[src/rtl/cubedma_pkg.sv]
// cubedma control/status register file: shared types and constants.
// Register offsets, bit positions, response codes and channel config.
package cubedma_pkg;

  localparam logic [4:0] OFF_CTRL   = 5'h00;
  localparam logic [4:0] OFF_STATUS = 5'h04;
  localparam logic [4:0] OFF_SIZE   = 5'h0C;
  localparam logic [4:0] OFF_BLOCK  = 5'h10;
  localparam logic [4:0] OFF_LSKIP  = 5'h14;

  localparam int CTRL_START      = 0;
  localparam int CTRL_MODE_BLOCK = 2;
  localparam int CTRL_MODE_PLANE = 3;
  localparam int CTRL_IRQ_EN     = 5;
  localparam int CTRL_OFFSET     = 16;
  localparam int STAT_BUSY       = 0;
  localparam int STAT_DONE       = 5;

  // Writable bits; everything else is reserved and reads 0.
  localparam logic [31:0] CTRL_MASK  = 32'h0001_FF2C;
  localparam logic [31:0] BLOCK_MASK = 32'hFFFF_F0FF;
  localparam logic [31:0] LSKIP_MASK = 32'h000F_FFFF;

  localparam logic [1:0] RESP_OKAY   = 2'b00;
  localparam logic [1:0] RESP_SLVERR = 2'b10;

  typedef enum logic { W_IDLE, W_RESP } wstate_t;
  typedef enum logic { R_IDLE, R_DATA } rstate_t;

  typedef struct packed {
    logic [11:0] width;
    logic [11:0] height;
    logic [7:0]  depth;
    logic [3:0]  block_width;
    logic [3:0]  block_height;
    logic [19:0] last_block_row_length;
    logic [19:0] line_skip;
    logic        mode_block;
    logic        mode_plane;
    logic        offset;
    logic [7:0]  plane_transfers;
  } cubedma_cfg_t;

  function automatic logic [31:0] apply_strb(
    input logic [31:0] old,
    input logic [31:0] data,
    input logic [3:0]  strb
  );
    logic [31:0] res;
    for (int i = 0; i < 4; i++) begin
      res[i*8 +: 8] = strb[i] ? data[i*8 +: 8]
                              : old[i*8 +: 8];
    end
    return res;
  endfunction

endpackage

[src/rtl/cubedma_chan_regs.sv]
// One channel bank: config registers, DONE/IRQ and start strobe.
// Config writes are refused while the channel engine is busy.
module cubedma_chan_regs
  import cubedma_pkg::*;
(
  input  logic         clk,
  input  logic         aresetn,
  input  logic         wr_en,
  input  logic [4:0]   wr_addr,
  input  logic [31:0]  wr_data,
  input  logic [3:0]   wr_strb,
  output logic         wr_err,
  input  logic [4:0]   rd_addr,
  output logic [31:0]  rd_data,
  input  logic         busy,
  input  logic         done,
  output cubedma_cfg_t cfg,
  output logic         start,
  output logic         irq
);

  logic [31:0] ctrl_q, size_q, block_q, lskip_q;
  logic        done_q, start_q;
  logic        hit_ctrl, hit_stat, hit_size;
  logic        hit_block, hit_lskip, w1c, upd;

  always_comb begin
    hit_ctrl  = wr_en && (wr_addr == OFF_CTRL);
    hit_stat  = wr_en && (wr_addr == OFF_STATUS);
    hit_size  = wr_en && (wr_addr == OFF_SIZE);
    hit_block = wr_en && (wr_addr == OFF_BLOCK);
    hit_lskip = wr_en && (wr_addr == OFF_LSKIP);
    upd       = !busy;
    wr_err    = busy && (hit_ctrl || hit_size ||
                         hit_block || hit_lskip);
    w1c       = hit_stat && wr_strb[0] &&
                wr_data[STAT_DONE];
  end

  always_ff @(posedge clk) begin
    if (!aresetn) begin
      ctrl_q  <= '0;
      size_q  <= '0;
      block_q <= '0;
      lskip_q <= '0;
      done_q  <= 1'b0;
      start_q <= 1'b0;
    end else begin
      if (hit_ctrl && upd)
        ctrl_q <= apply_strb(ctrl_q, wr_data, wr_strb)
                  & CTRL_MASK;
      if (hit_size && upd)
        size_q <= apply_strb(size_q, wr_data, wr_strb);
      if (hit_block && upd)
        block_q <= apply_strb(block_q, wr_data, wr_strb)
                   & BLOCK_MASK;
      if (hit_lskip && upd)
        lskip_q <= apply_strb(lskip_q, wr_data, wr_strb)
                   & LSKIP_MASK;
      start_q <= hit_ctrl && upd && wr_strb[0] &&
                 wr_data[CTRL_START];
      // A completion in the same cycle as a clear wins.
      done_q  <= done || (done_q && !w1c);
    end
  end

  always_comb begin
    rd_data = '0;
    unique case (rd_addr)
      OFF_CTRL:  rd_data = ctrl_q;
      OFF_STATUS: begin
        rd_data[STAT_BUSY] = busy;
        rd_data[STAT_DONE] = done_q;
      end
      OFF_SIZE:  rd_data = size_q;
      OFF_BLOCK: rd_data = block_q;
      OFF_LSKIP: rd_data = lskip_q;
      default:   rd_data = '0;
    endcase
  end

  assign cfg.width                 = size_q[11:0];
  assign cfg.height                = size_q[23:12];
  assign cfg.depth                 = size_q[31:24];
  assign cfg.block_width           = block_q[3:0];
  assign cfg.block_height          = block_q[7:4];
  assign cfg.last_block_row_length = block_q[31:12];
  assign cfg.line_skip             = lskip_q[19:0];
  assign cfg.mode_block            = ctrl_q[CTRL_MODE_BLOCK];
  assign cfg.mode_plane            = ctrl_q[CTRL_MODE_PLANE];
  assign cfg.offset                = ctrl_q[CTRL_OFFSET];
  assign cfg.plane_transfers       = ctrl_q[15:8];

  assign start = start_q;
  assign irq   = done_q && ctrl_q[CTRL_IRQ_EN];

endmodule

[src/rtl/cubedma_ctrl_regs.sv]
// AXI4-Lite responder for the cubedma MM2S/S2MM register banks.
// Writes may pile up unanswered up to C_MAX_OUTSTANDING_B responses.
module cubedma_ctrl_regs
  import cubedma_pkg::*;
#(
  parameter int C_ADDR_WIDTH        = 6,
  parameter int C_MAX_OUTSTANDING_B = 15
) (
  input  logic                    clk,
  input  logic                    aresetn,
  input  logic [C_ADDR_WIDTH-1:0] s_axi_ctrl_status_awaddr,
  input  logic [2:0]              s_axi_ctrl_status_awprot,
  input  logic                    s_axi_ctrl_status_awvalid,
  output logic                    s_axi_ctrl_status_awready,
  input  logic [31:0]             s_axi_ctrl_status_wdata,
  input  logic [3:0]              s_axi_ctrl_status_wstrb,
  input  logic                    s_axi_ctrl_status_wvalid,
  output logic                    s_axi_ctrl_status_wready,
  output logic [1:0]              s_axi_ctrl_status_bresp,
  output logic                    s_axi_ctrl_status_bvalid,
  input  logic                    s_axi_ctrl_status_bready,
  input  logic [C_ADDR_WIDTH-1:0] s_axi_ctrl_status_araddr,
  input  logic [2:0]              s_axi_ctrl_status_arprot,
  input  logic                    s_axi_ctrl_status_arvalid,
  output logic                    s_axi_ctrl_status_arready,
  output logic [31:0]             s_axi_ctrl_status_rdata,
  output logic [1:0]              s_axi_ctrl_status_rresp,
  output logic                    s_axi_ctrl_status_rvalid,
  input  logic                    s_axi_ctrl_status_rready,
  output logic                    mm2s_start,
  output logic [11:0]             mm2s_cfg_width,
  output logic [11:0]             mm2s_cfg_height,
  output logic [7:0]              mm2s_cfg_depth,
  output logic [3:0]              mm2s_cfg_block_width,
  output logic [3:0]              mm2s_cfg_block_height,
  output logic [19:0]             mm2s_cfg_last_block_row_length,
  output logic [19:0]             mm2s_cfg_line_skip,
  output logic                    mm2s_cfg_mode_block,
  output logic                    mm2s_cfg_mode_plane,
  output logic                    mm2s_cfg_offset,
  output logic [7:0]              mm2s_cfg_plane_transfers,
  input  logic                    mm2s_busy,
  input  logic                    mm2s_done,
  output logic                    mm2s_irq,
  output logic                    s2mm_start,
  output logic [11:0]             s2mm_cfg_width,
  output logic [11:0]             s2mm_cfg_height,
  output logic [7:0]              s2mm_cfg_depth,
  output logic [3:0]              s2mm_cfg_block_width,
  output logic [3:0]              s2mm_cfg_block_height,
  output logic [19:0]             s2mm_cfg_last_block_row_length,
  output logic [19:0]             s2mm_cfg_line_skip,
  output logic                    s2mm_cfg_mode_block,
  output logic                    s2mm_cfg_mode_plane,
  output logic                    s2mm_cfg_offset,
  output logic [7:0]              s2mm_cfg_plane_transfers,
  input  logic                    s2mm_busy,
  input  logic                    s2mm_done,
  output logic                    s2mm_irq
);

  localparam int BW = $clog2(C_MAX_OUTSTANDING_B + 1);
  localparam logic [BW-1:0] BMAX = BW'(C_MAX_OUTSTANDING_B);
  localparam int BANK = C_ADDR_WIDTH - 1;

  wstate_t      wstate, wstate_n;
  rstate_t      rstate, rstate_n;
  logic [BW-1:0] bcnt, bcnt_n;
  logic         err_q, err_n;
  logic         live, acc, bhs, acc_err;
  logic         err0, err1;
  logic [31:0]  rd0, rd1, rdata_q;
  cubedma_cfg_t cfg0, cfg1;
  logic         unused;

  assign unused = ^{s_axi_ctrl_status_awprot,
                    s_axi_ctrl_status_arprot};

  // Holds the handshakes low for the first cycle out of reset.
  always_ff @(posedge clk) begin
    if (!aresetn) live <= 1'b0;
    else          live <= 1'b1;
  end

  assign acc = live && s_axi_ctrl_status_awvalid &&
               s_axi_ctrl_status_wvalid && (bcnt < BMAX);
  assign s_axi_ctrl_status_awready = acc;
  assign s_axi_ctrl_status_wready  = acc;
  assign s_axi_ctrl_status_bvalid  = (wstate == W_RESP);
  assign s_axi_ctrl_status_bresp   = err_q ? RESP_SLVERR
                                           : RESP_OKAY;
  assign bhs     = s_axi_ctrl_status_bvalid &&
                   s_axi_ctrl_status_bready;
  assign acc_err = err0 || err1;

  always_comb begin
    bcnt_n = bcnt;
    err_n  = err_q || (acc && acc_err);
    if (acc && !bhs)      bcnt_n = bcnt + BW'(1);
    else if (!acc && bhs) bcnt_n = bcnt - BW'(1);
    if (bcnt_n == '0) err_n = 1'b0;
    wstate_n = (bcnt_n != '0) ? W_RESP : W_IDLE;
  end

  always_ff @(posedge clk) begin
    if (!aresetn) begin
      wstate <= W_IDLE;
      bcnt   <= '0;
      err_q  <= 1'b0;
    end else begin
      wstate <= wstate_n;
      bcnt   <= bcnt_n;
      err_q  <= err_n;
    end
  end

  assign s_axi_ctrl_status_arready = live && (rstate == R_IDLE);
  assign s_axi_ctrl_status_rvalid  = (rstate == R_DATA);
  assign s_axi_ctrl_status_rdata   = rdata_q;
  assign s_axi_ctrl_status_rresp   = RESP_OKAY;

  always_comb begin
    rstate_n = rstate;
    unique case (rstate)
      R_IDLE: if (s_axi_ctrl_status_arready &&
                  s_axi_ctrl_status_arvalid)
                rstate_n = R_DATA;
      R_DATA: if (s_axi_ctrl_status_rready)
                rstate_n = R_IDLE;
      default: rstate_n = R_IDLE;
    endcase
  end

  always_ff @(posedge clk) begin
    if (!aresetn) begin
      rstate  <= R_IDLE;
      rdata_q <= '0;
    end else begin
      rstate <= rstate_n;
      if (s_axi_ctrl_status_arready && s_axi_ctrl_status_arvalid)
        rdata_q <= s_axi_ctrl_status_araddr[BANK] ? rd1 : rd0;
    end
  end

  cubedma_chan_regs u_mm2s (
    .clk     (clk),
    .aresetn (aresetn),
    .wr_en   (acc && !s_axi_ctrl_status_awaddr[BANK]),
    .wr_addr (s_axi_ctrl_status_awaddr[4:0]),
    .wr_data (s_axi_ctrl_status_wdata),
    .wr_strb (s_axi_ctrl_status_wstrb),
    .wr_err  (err0),
    .rd_addr (s_axi_ctrl_status_araddr[4:0]),
    .rd_data (rd0),
    .busy    (mm2s_busy),
    .done    (mm2s_done),
    .cfg     (cfg0),
    .start   (mm2s_start),
    .irq     (mm2s_irq)
  );

  cubedma_chan_regs u_s2mm (
    .clk     (clk),
    .aresetn (aresetn),
    .wr_en   (acc && s_axi_ctrl_status_awaddr[BANK]),
    .wr_addr (s_axi_ctrl_status_awaddr[4:0]),
    .wr_data (s_axi_ctrl_status_wdata),
    .wr_strb (s_axi_ctrl_status_wstrb),
    .wr_err  (err1),
    .rd_addr (s_axi_ctrl_status_araddr[4:0]),
    .rd_data (rd1),
    .busy    (s2mm_busy),
    .done    (s2mm_done),
    .cfg     (cfg1),
    .start   (s2mm_start),
    .irq     (s2mm_irq)
  );

  assign mm2s_cfg_width                 = cfg0.width;
  assign mm2s_cfg_height                = cfg0.height;
  assign mm2s_cfg_depth                 = cfg0.depth;
  assign mm2s_cfg_block_width           = cfg0.block_width;
  assign mm2s_cfg_block_height          = cfg0.block_height;
  assign mm2s_cfg_last_block_row_length = cfg0.last_block_row_length;
  assign mm2s_cfg_line_skip             = cfg0.line_skip;
  assign mm2s_cfg_mode_block            = cfg0.mode_block;
  assign mm2s_cfg_mode_plane            = cfg0.mode_plane;
  assign mm2s_cfg_offset                = cfg0.offset;
  assign mm2s_cfg_plane_transfers       = cfg0.plane_transfers;

  assign s2mm_cfg_width                 = cfg1.width;
  assign s2mm_cfg_height                = cfg1.height;
  assign s2mm_cfg_depth                 = cfg1.depth;
  assign s2mm_cfg_block_width           = cfg1.block_width;
  assign s2mm_cfg_block_height          = cfg1.block_height;
  assign s2mm_cfg_last_block_row_length = cfg1.last_block_row_length;
  assign s2mm_cfg_line_skip             = cfg1.line_skip;
  assign s2mm_cfg_mode_block            = cfg1.mode_block;
  assign s2mm_cfg_mode_plane            = cfg1.mode_plane;
  assign s2mm_cfg_offset                = cfg1.offset;
  assign s2mm_cfg_plane_transfers       = cfg1.plane_transfers;

endmodule

[config.mk]
export PLATFORM = sky130hd
export DESIGN_NAME = cubedma_ctrl_regs
export DESIGN_NICKNAME = d
export VERILOG_FILES = /design/src/rtl/cubedma_pkg.sv /design/src/rtl/cubedma_chan_regs.sv /design/src/rtl/cubedma_ctrl_regs.sv
export SDC_FILE = /design/constraint.sdc
export NUM_CORES = 1
export LEC_CHECK = 0
export CORE_ASPECT_RATIO = 0.9
export CORE_MARGIN = 2
export CORE_UTILIZATION = 40
export CTS_BUF_LIST = sky130_fd_sc_hd__clkbuf_8
export DETAILED_ROUTE_END_ITERATION = 7
export PLACE_DENSITY = 0.7
export SKIP_CTS_REPAIR_TIMING = 1
export SLEW_MARGIN = 20
export SYNTH_ARGS = -nofsm -noshare
export SYNTH_HDL_FRONTEND = slang
export SYNTH_SLANG_ARGS = --single-unit
[constraint.sdc]
create_clock -name clk -period 3.05 [get_ports clk]
set_input_delay 0.61 -clock clk [delete_from_list [all_inputs] [get_ports clk]]
set_output_delay 0.61 -clock clk [all_outputs]
set_load 0.01 [all_outputs]
# After elaboration in Yosys (flattened, before gate mapping)
# Index checks and enable logic that the tools add are counted.
[word_totals]
out_inout_bits = 227
register_bits = 228
in_bits = 65
[classes]
bitwise = 2
mux = 17
addsub = 2
n_eq_ne = 8
magnitude_cmp = 1
n_reduce_logical = 93
[ops]
columns = ["operator", "n"]
rows = [
  ["$pmux W26 S4", 2],
  ["$reduce_and A2 Y1", 28],
  ["$logic_and A1 B1 Y1", 43],
  ["$mux W32", 1],
  ["$pmux W4 S4", 2],
  ["$eq A5 B5 Y1 const B", 4],
  ["$eq A5 B3 Y1 const B", 2],
  ["$eq A5 B4 Y1 const B", 2],
  ["$logic_not A5 Y1", 2],
  ["$logic_or A1 B1 Y1", 10],
  ["$pmux W1 S5", 2],
  ["$mux W4", 2],
  ["$pmux W1 S4", 2],
  ["$logic_not A1 Y1", 7],
  ["$add A4 B1 Y4 const B", 1],
  ["$logic_not A4 Y1", 1],
  ["$lt A4 B4 Y1 const B", 1],
  ["$mux W1", 4],
  ["$reduce_bool A4 Y1", 1],
  ["$sub A4 B1 Y4 const B", 1],
  ["$mux W2", 1],
  ["$not A1 Y1", 2],
  ["$pmux W1 S2", 1],
  ["$reduce_or A2 Y1", 1],
]

# Logic depth before layout (Yosys ltp)
# Gate-level depths: netlist (run 1).
[logic_depth]
ltp_word = 12
ltp_mapped = 8

# Cells and area by module
# A second synthesis (run 1) with hierarchy kept.
[unflattened]
cells_unflattened = 1153
area_unflattened_um2 = 10641.5
[modules_own_cells]
columns = ["module", "cells_per_inst", "area_per_inst_um2", "instances", "seq_area_each_um2"]
rows = [
  ["cubedma_chan_regs", 474, 4356.7, 2, 1881.8],
  ["cubedma_ctrl_regs", 205, 1928.1, 1, 800.8],
]

# Least setup slack after synthesis (run 1)
# Ideal clock, no wire load.
[synth_timing]
kind = "input-to-reg"
start = "in s_axi_ctrl_status_araddr[4]"
end = "reg rdata_q[21] (netlist: s_axi_ctrl_status_rdata[21])"
slack_ns = 0.866
setup_time_ns = 0.070
arrival_time_ns = 2.114
required_ns = 2.980
cell_stages = 7
cell_sequence = "buf_4 nand2b_2 xnor2_1 or4_1 buf_2 a211o_1 a21oi_1"
[synth_via]
elab_chain_cells = 3
[synth_rtl]
columns = ["element", "line", "text"]
rows = [
  ["start, declared", "cubedma_ctrl_regs.sv:22", "input logic [C_ADDR_WIDTH-1:0] s_axi_ctrl_status_araddr,"],
  ["$eq A5 B5 Y1, or another cell as far along", "cubedma_chan_regs.sv:69", "unique case (rd_addr)"],
  ["$pmux W26 S4", "cubedma_chan_regs.sv:69", ""],
  ["$mux W32 *", "cubedma_ctrl_regs.sv:141", "rdata_q <= s_axi_ctrl_status_araddr[BANK] ? rd1 : rd0;"],
  ["end signal, assigned", "cubedma_ctrl_regs.sv:141", ""],
  ["end, declared", "cubedma_ctrl_regs.sv:72", "logic [31:0] rd0, rd1, rdata_q;"],
]
# Every way passes the cells marked *; elsewhere a longest branch is shown, timed or not.
# A chain may end at the register's enable or synchronous reset.

# Worst setup path in the final report (run 1)
[layout_timing]
start = "reg bcnt[1]"
end = "out s_axi_ctrl_status_awready"
[layout_via]
elab_chain_cells = 2
[layout_rtl]
columns = ["element", "line", "text"]
rows = [
  ["start, declared", "cubedma_ctrl_regs.sv:68", "logic [BW-1:0] bcnt, bcnt_n;"],
  ["start signal, assigned", "cubedma_ctrl_regs.sv:112", "bcnt <= bcnt_n;"],
  ["$lt A4 B4 Y1", "cubedma_ctrl_regs.sv:86", "s_axi_ctrl_status_wvalid && (bcnt < BMAX);"],
  ["$logic_and A1 B1 Y1", "cubedma_ctrl_regs.sv:86", ""],
  ["end, declared", "cubedma_ctrl_regs.sv:14", "output logic s_axi_ctrl_status_awready,"],
]
# Every way passes these cells.

==> results of run 1 <==
## registers in the layout (all words and copies together) (netlist names)
name	flops
u_mm2s.block_q	28
u_mm2s.lskip_q	20
u_s2mm.done_q	1
u_mm2s.ctrl_q	12
u_mm2s.done_q	1
s_axi_ctrl_status_rvalid	1
u_s2mm.block_q	28
s_axi_ctrl_status_bvalid	1
s_axi_ctrl_status_rdata	32
u_s2mm.start	1
u_mm2s.size_q	32
live	1
err_q	1
u_mm2s.start	1
bcnt	4
u_s2mm.ctrl_q	12
u_s2mm.size_q	32
u_s2mm.lskip_q	20
## layout by cell type, fill, tap and decap left out, drive strengths merged, types with 2 or more instances in the layout
master,Yosys,routed
nor3b,2,2
nand2,165,165
and3,15,15
or3,2,2
a21oi,127,127
nor2,103,103
a221o,2,2
dfxtp,228,228
nor4b,3,3
a31oi,2,2
inv,6,26
ha,2,2
nand3,32,32
nor2b,3,3
clkdlybuf4s50,0,281
xnor2,3,3
conb,1,3
a22oi,48,48
a32o,20,20
nor3,6,6
and2,5,5
a221oi,30,30
o21ai,110,110
mux2,5,5
nand4,5,5
buf,37,56
a211o,12,12
clkbuf,76,50
mux2i,79,79
nand2b,3,3
nand3b,2,2
## where the power goes
group,leakage (µW),internal (µW),switching (µW)
sequential,0.00184,3010,33.1
combinational,0.00238,204,286
clock,0.000460,1470,1240
total,0.00468,4680,1560
## final timing paths
path / from / end / slack, ps / cells past startpoint
max: bcnt[1] / s_axi_ctrl_status_awready / 180 / 4
min: s_axi_ctrl_status_rdata[27] / s_axi_ctrl_status_rdata[27] / 460 / 2
max reg2reg: bcnt[1] / err_q / 930 / 6
min reg2reg: s_axi_ctrl_status_rdata[27] / s_axi_ctrl_status_rdata[27] / 460 / 2
## area by class of cell
| cell class | count | area [µm²] | share of cell area [%] |
|---|---|---|---|
| multi-input cells | 799 | 4670 | 34.0 |
| flip-flops and latches | 228 | 4560 | 33.2 |
| repair buffers | 337 | 3340 | 24.3 |
| clock buffers | 50 | 688 | 5.00 |
| well taps | 308 | 385 | 2.80 |
| clock inverters | 19 | 76.3 | 0.555 |
| inverters | 7 | 31.3 | 0.227 |
## cells by family after synthesis
family	Yosys count	synth area share, %
multiplexers	84	8.68
AO/OA/AOI/OAI	357	22.5
XOR/XNOR	3	0.269
AND/OR/NAND/NOR	350	15.8
other	1	0.0384
adder cells (fa/ha/maj)	2	0.256
buffers and inverters	120	5.63
flip-flops	228	46.8
## critical path, stage by stage, from the launching register on
cell and delay, ps:
dfxtp_1 370, ha_1 240, and3_1 220, nor2_1 310, clkdlybuf4s50_1 610
## per-layer routing
metal | up-vias | part of all wire [%] | track usage [%]
met5 | - | 0 | 0
met4 | 0 | 2.5 | 8.58
met3 | 63 | 8.4 | 5.40
met2 | 469 | 45 | 40.1
met1 | 4737 | 44 | 37.1
li1 | 4607 | - | -
## per-stage QoR
stage	std cells	power [µW]	utilization, %	area, µm²	hold slack, ps
after floorplan	1147	3360	-	9760	450
after global placement	1679	3580	53.9	13000	446
after CTS	1748	6290	57.0	13800	457
after global routing	1748	6460	57.0	13800	483
after detailed placement	1679	3590	53.9	13000	449
final	1748	6240	57.0	13800	456
==> results.py, run 1 <==
metrics = {
    "status": {
        "outcome": "completed",
    },
    "floorplanning": {
        "pin_count": 292,
        "initial_utilization_pct": 40.4,
        "core_um2": 24100,
        "die-width_um": 169,
        "die_area_um2": 25700,
        "fp-row-count": 54,
        "dieHeight_um": 152,
    },
    "place": {
        "port_buffers": 282,
        "dpl.hpwl_um": 23400,
        "gp_congestion": 0.844,
        "dp_slack_ps": 251,
    },
    "grt": {
        "grt_start_max_net_pins": 117,
        "grt_pass1_vias": 9339,
        "grtUsageTotal_pct": 26.2,
        "antenna_found_initial": 0,
        "grt_remaining_overflow": 0,
        "grt_pass1_wl_um": 53400,
    },
    "worst_setup_path": {
        "crit_fanout": 7,
        "worstSetupEndpointType": "output port",
        "arrival_ps": 2260,
        "critPathKind": "register to output port",
        "required_ps": 2440,
        "start_kind": "register",
    },
    "yosys": {
        "syn_inst": 1145,
        "synth_area_um2": 9760,
        "synth_area_per_cell_um2": 8.52,
        "synth_flop_cell": "dfxtp_1",
        "synth_edf_count": 0,
        "synth_cell_type_count": 49,
        "synth.most_common_cell": "dfxtp_1",
        "async_reset_ff_share_pct": 0,
        "ys_ff_latch": 228,
        "yosys.area.top_type": "dfxtp_1",
        "yosysSeqAreaShare_pct": 46.8,
        "synth_top_area_share_pct": 46.8,
        "netlist_top_cells_count": "dfxtp_1 (228), nand2_1 (165), a21oi_1 (127), o21ai_0 (110), nor2_1 (103)",
        "synthTopCellsByArea": "dfxtp_1 (47%), mux2i_1 (8.1%), a21oi_1 (6.5%), nand2_1 (6.3%), o21ai_0 (5.6%)",
        "yosys_warnings": 0,
    },
    "cts": {
        "path_clk_slew_ps": 60,
        "clkSinkCount": 228,
        "tritoncts": "yes",
        "numCtsBuffers": 41,
        "htree_levels": 2,
        "cts-root-buf": "clkbuf_8",
        "clk_latency_ps": 530,
        "clk_path_buf_depth": 3,
    },
    "timing": {
        "tightest_slew_ps": 933,
        "worst_slack_ps": 180,
        "fin_setup_tns_ps": 0,
        "finClkSkew_ps": 23.7,
        "max_freq_ghz": 0.348,
        "rsz0062_at_grt": "no",
        "hold_viol": 0,
        "relSlewSlack_pct": 37.8,
        "setup_violations": 0,
        "period_share_pct": 94.1,
        "slew_violations": 0,
        "min_period_ps": 2870,
    },
    "flow_run": {
        "maxCapViolations": 0,
    },
    "route": {
        "drc_errors": 0,
        "drt-pass1-iter-count": 5,
        "drt_iter0_drc": 1092,
        "wl_per_cell_um": 20.0,
        "vias": 9876,
        "ant_nets": 0,
        "routed_via_density": 5.65,
        "wl_um": 35000,
    },
    "power": {
        "peakVddDrop_mv": 0.240,
        "power_leakage_uw": 0.00468,
        "pwr_density_cell_nw_per_um2": 454,
    },
    "hold_path": {
        "worstHoldPathType": "register to register",
    },
    "final_layout": {
        "final_nets": 1481,
        "drive_gt1_share_pct": 8.54,
        "n_antenna_cell": 0,
        "fillCellCount": 2188,
        "area_growth_pct": 41.1,
    },
}
Note: power is estimated with default switching activity, not from simulation.
==> run 2, diff against run 1 <==
- CORE_ASPECT_RATIO: 0.9 -> not set
==> results.py, run 2 (same netlist as run 1, synthesis figures left out) <==
metrics = {
    "final_layout": {
        "final_cells": 1763,
        "n_antenna_cell": 0,
        "mostFrequentLayoutCells": "clkdlybuf4s50_1 (281), dfxtp_1 (228), nand2_1 (165)",
        "fillCellCount": 2205,
        "drive_gt1_share_pct": 9.03,
        "final_common_cell": "clkdlybuf4s50_1",
        "multiInputGateArea_um2": 4670,
        "final-seq-area_um2": 4560,
        "final_nets": 1479,
        "area_growth_pct": 41.6,
    },
    "route": {
        "drc_errors": 0,
        "wl_um": 35100,
        "vias": 9881,
        "wl_per_cell_um": 19.9,
        "routed_via_density": 5.60,
        "drt-pass1-iter-count": 5,
        "ant_nets": 0,
        "drt_iter0_drc": 773,
    },
    "cts": {
        "tritoncts": "yes",
        "clk_latency_ps": 540,
        "clk_path_buf_depth": 3,
        "htree_levels": 2,
        "clkSinkCount": 228,
        "cts-root-buf": "clkbuf_8",
        "numCtsBuffers": 40,
        "path_clk_slew_ps": 70,
    },
    "place": {
        "port_buffers": 282,
        "dp_slack_ps": 203,
        "placedCellCount": 1694,
        "dpl.hpwl_um": 23800,
        "gp_congestion": 0.857,
    },
    "grt": {
        "grt_pass1_wl_um": 53900,
        "grt_pass1_vias": 9489,
        "grt_start_max_net_pins": 107,
        "antenna_found_initial": 0,
        "grtUsageTotal_pct": 26.3,
        "grt_remaining_overflow": 0,
    },
    "worst_setup_path": {
        "cp-startpoint": "bcnt[1]",
        "worstSetupEndpointType": "output port",
        "reg2reg_from": "live",
        "start_kind": "register",
        "rrSetupSlack_ps": 860,
        "crit_fanout": 7,
        "arrival_ps": 2230,
        "required_ps": 2440,
        "critPathKind": "register to output port",
    },
    "floorplanning": {
        "fp-row-count": 57,
        "pin_count": 292,
        "die_area_um2": 25700,
        "dieHeight_um": 160,
        "core_um2": 24100,
        "die-width_um": 160,
        "initial_utilization_pct": 40.5,
    },
    "timing": {
        "hold_viol": 0,
        "worst_slack_ps": 206,
        "slew_violations": 0,
        "finClkSkew_ps": 23.2,
        "setup_violations": 0,
        "hold_slack_ps": 455,
        "relSlewSlack_pct": 25.2,
        "max_freq_ghz": 0.352,
        "fin_setup_tns_ps": 0,
        "period_share_pct": 93.3,
        "min_period_ps": 2840,
        "tightest_slew_ps": 1120,
        "rsz0062_at_grt": "no",
    },
    "power": {
        "p_int_uw": 4780,
        "p_switching_uw": 1570,
        "pwr-share-clk_pct": 44.3,
        "p_comb_share_pct": 7.8,
        "peakVddDrop_mv": 0.346,
        "sw_frac_of_total_pct": 24.7,
        "pwr_density_cell_nw_per_um2": 460,
        "p_total_uw": 6350,
        "seq_power_share_pct": 47.9,
        "power_leakage_uw": 0.00466,
    },
    "hold_path": {
        "worstHoldPathType": "register to register",
        "hold_start": "s_axi_ctrl_status_rdata[30]",
    },
    "flow_run": {
        "maxCapViolations": 0,
    },
    "status": {
        "outcome": "completed",
    },
}
## run 2: cell count changes in the layout (fill, tap and decap cells not counted)
| cell | delta |
|---|---|
| inv_1 | -8 |
| clkinv_2 | +6 |
| buf_4 | -1 |
| bufinv_16 | +1 |
| clkinvlp_4 | +1 |
## run 2: stage by stage
stage	area, µm²	util, %
6_report	13800	57.3
3_5_place_dp	13000	54.0
3_3_place_gp	13000	54.0
4_1_cts	13800	57.3
5_1_grt	13800	57.3
2_1_floorplan	9760	-
## run 2: final timing paths
kind	endpoint	cells past startpoint
max	s_axi_ctrl_status_wready	4
min	s_axi_ctrl_status_rdata[30]	2
max reg2reg	s_axi_ctrl_status_rdata[17]	5
min reg2reg	s_axi_ctrl_status_rdata[30]	2
## run 2: final cells by class
class / count / area share [%]
inverter: 7 / 0.226
timing repair buffer: 336 / 24.2
sequential: 228 / 33.0
clock buffer: 50 / 4.98
tap: 324 / 2.94
clock inverter: 19 / 0.824
multi-input combinational: 799 / 33.8
## run 2: per-layer routing
| metal | global-route usage [%] | vias up | routed length [µm] |
|---|---|---|---|
| met5 | 0 | - | 0 |
| met4 | 8.11 | 0 | 860 |
| met3 | 8.42 | 66 | 3720 |
| met2 | 43.1 | 465 | 16400 |
| met1 | 33.0 | 4749 | 14200 |
| li1 | - | 4601 | - |
## run 2: worst max-delay path, stage by stage, from the launching register on
cell             delay, ps
dfxtp_1                370
ha_1                   230
and3_1                 210
nor2_1                 280
clkdlybuf4s50_1        600
## run 2: power by group through the flow
| stage | clock network [µW] | logic (µW) | registers, µW |
|---|---|---|---|
| 3_3_place_gp | 0 | 484 | 3110 |
| 3_5_place_dp | 0 | 489 | 3110 |
| 6_report | 2810 | 495 | 3040 |
| 2_1_floorplan | 0 | 253 | 3110 |
| 4_1_cts | 2870 | 493 | 3040 |
| 5_1_grt | 3000 | 536 | 3050 |
==> run 3, diff against run 2 <==
- CTS_CLUSTER_SIZE: not set -> 30
==> results of run 3 <==
Final layout, timing and power as in run 2 (identical DEF).
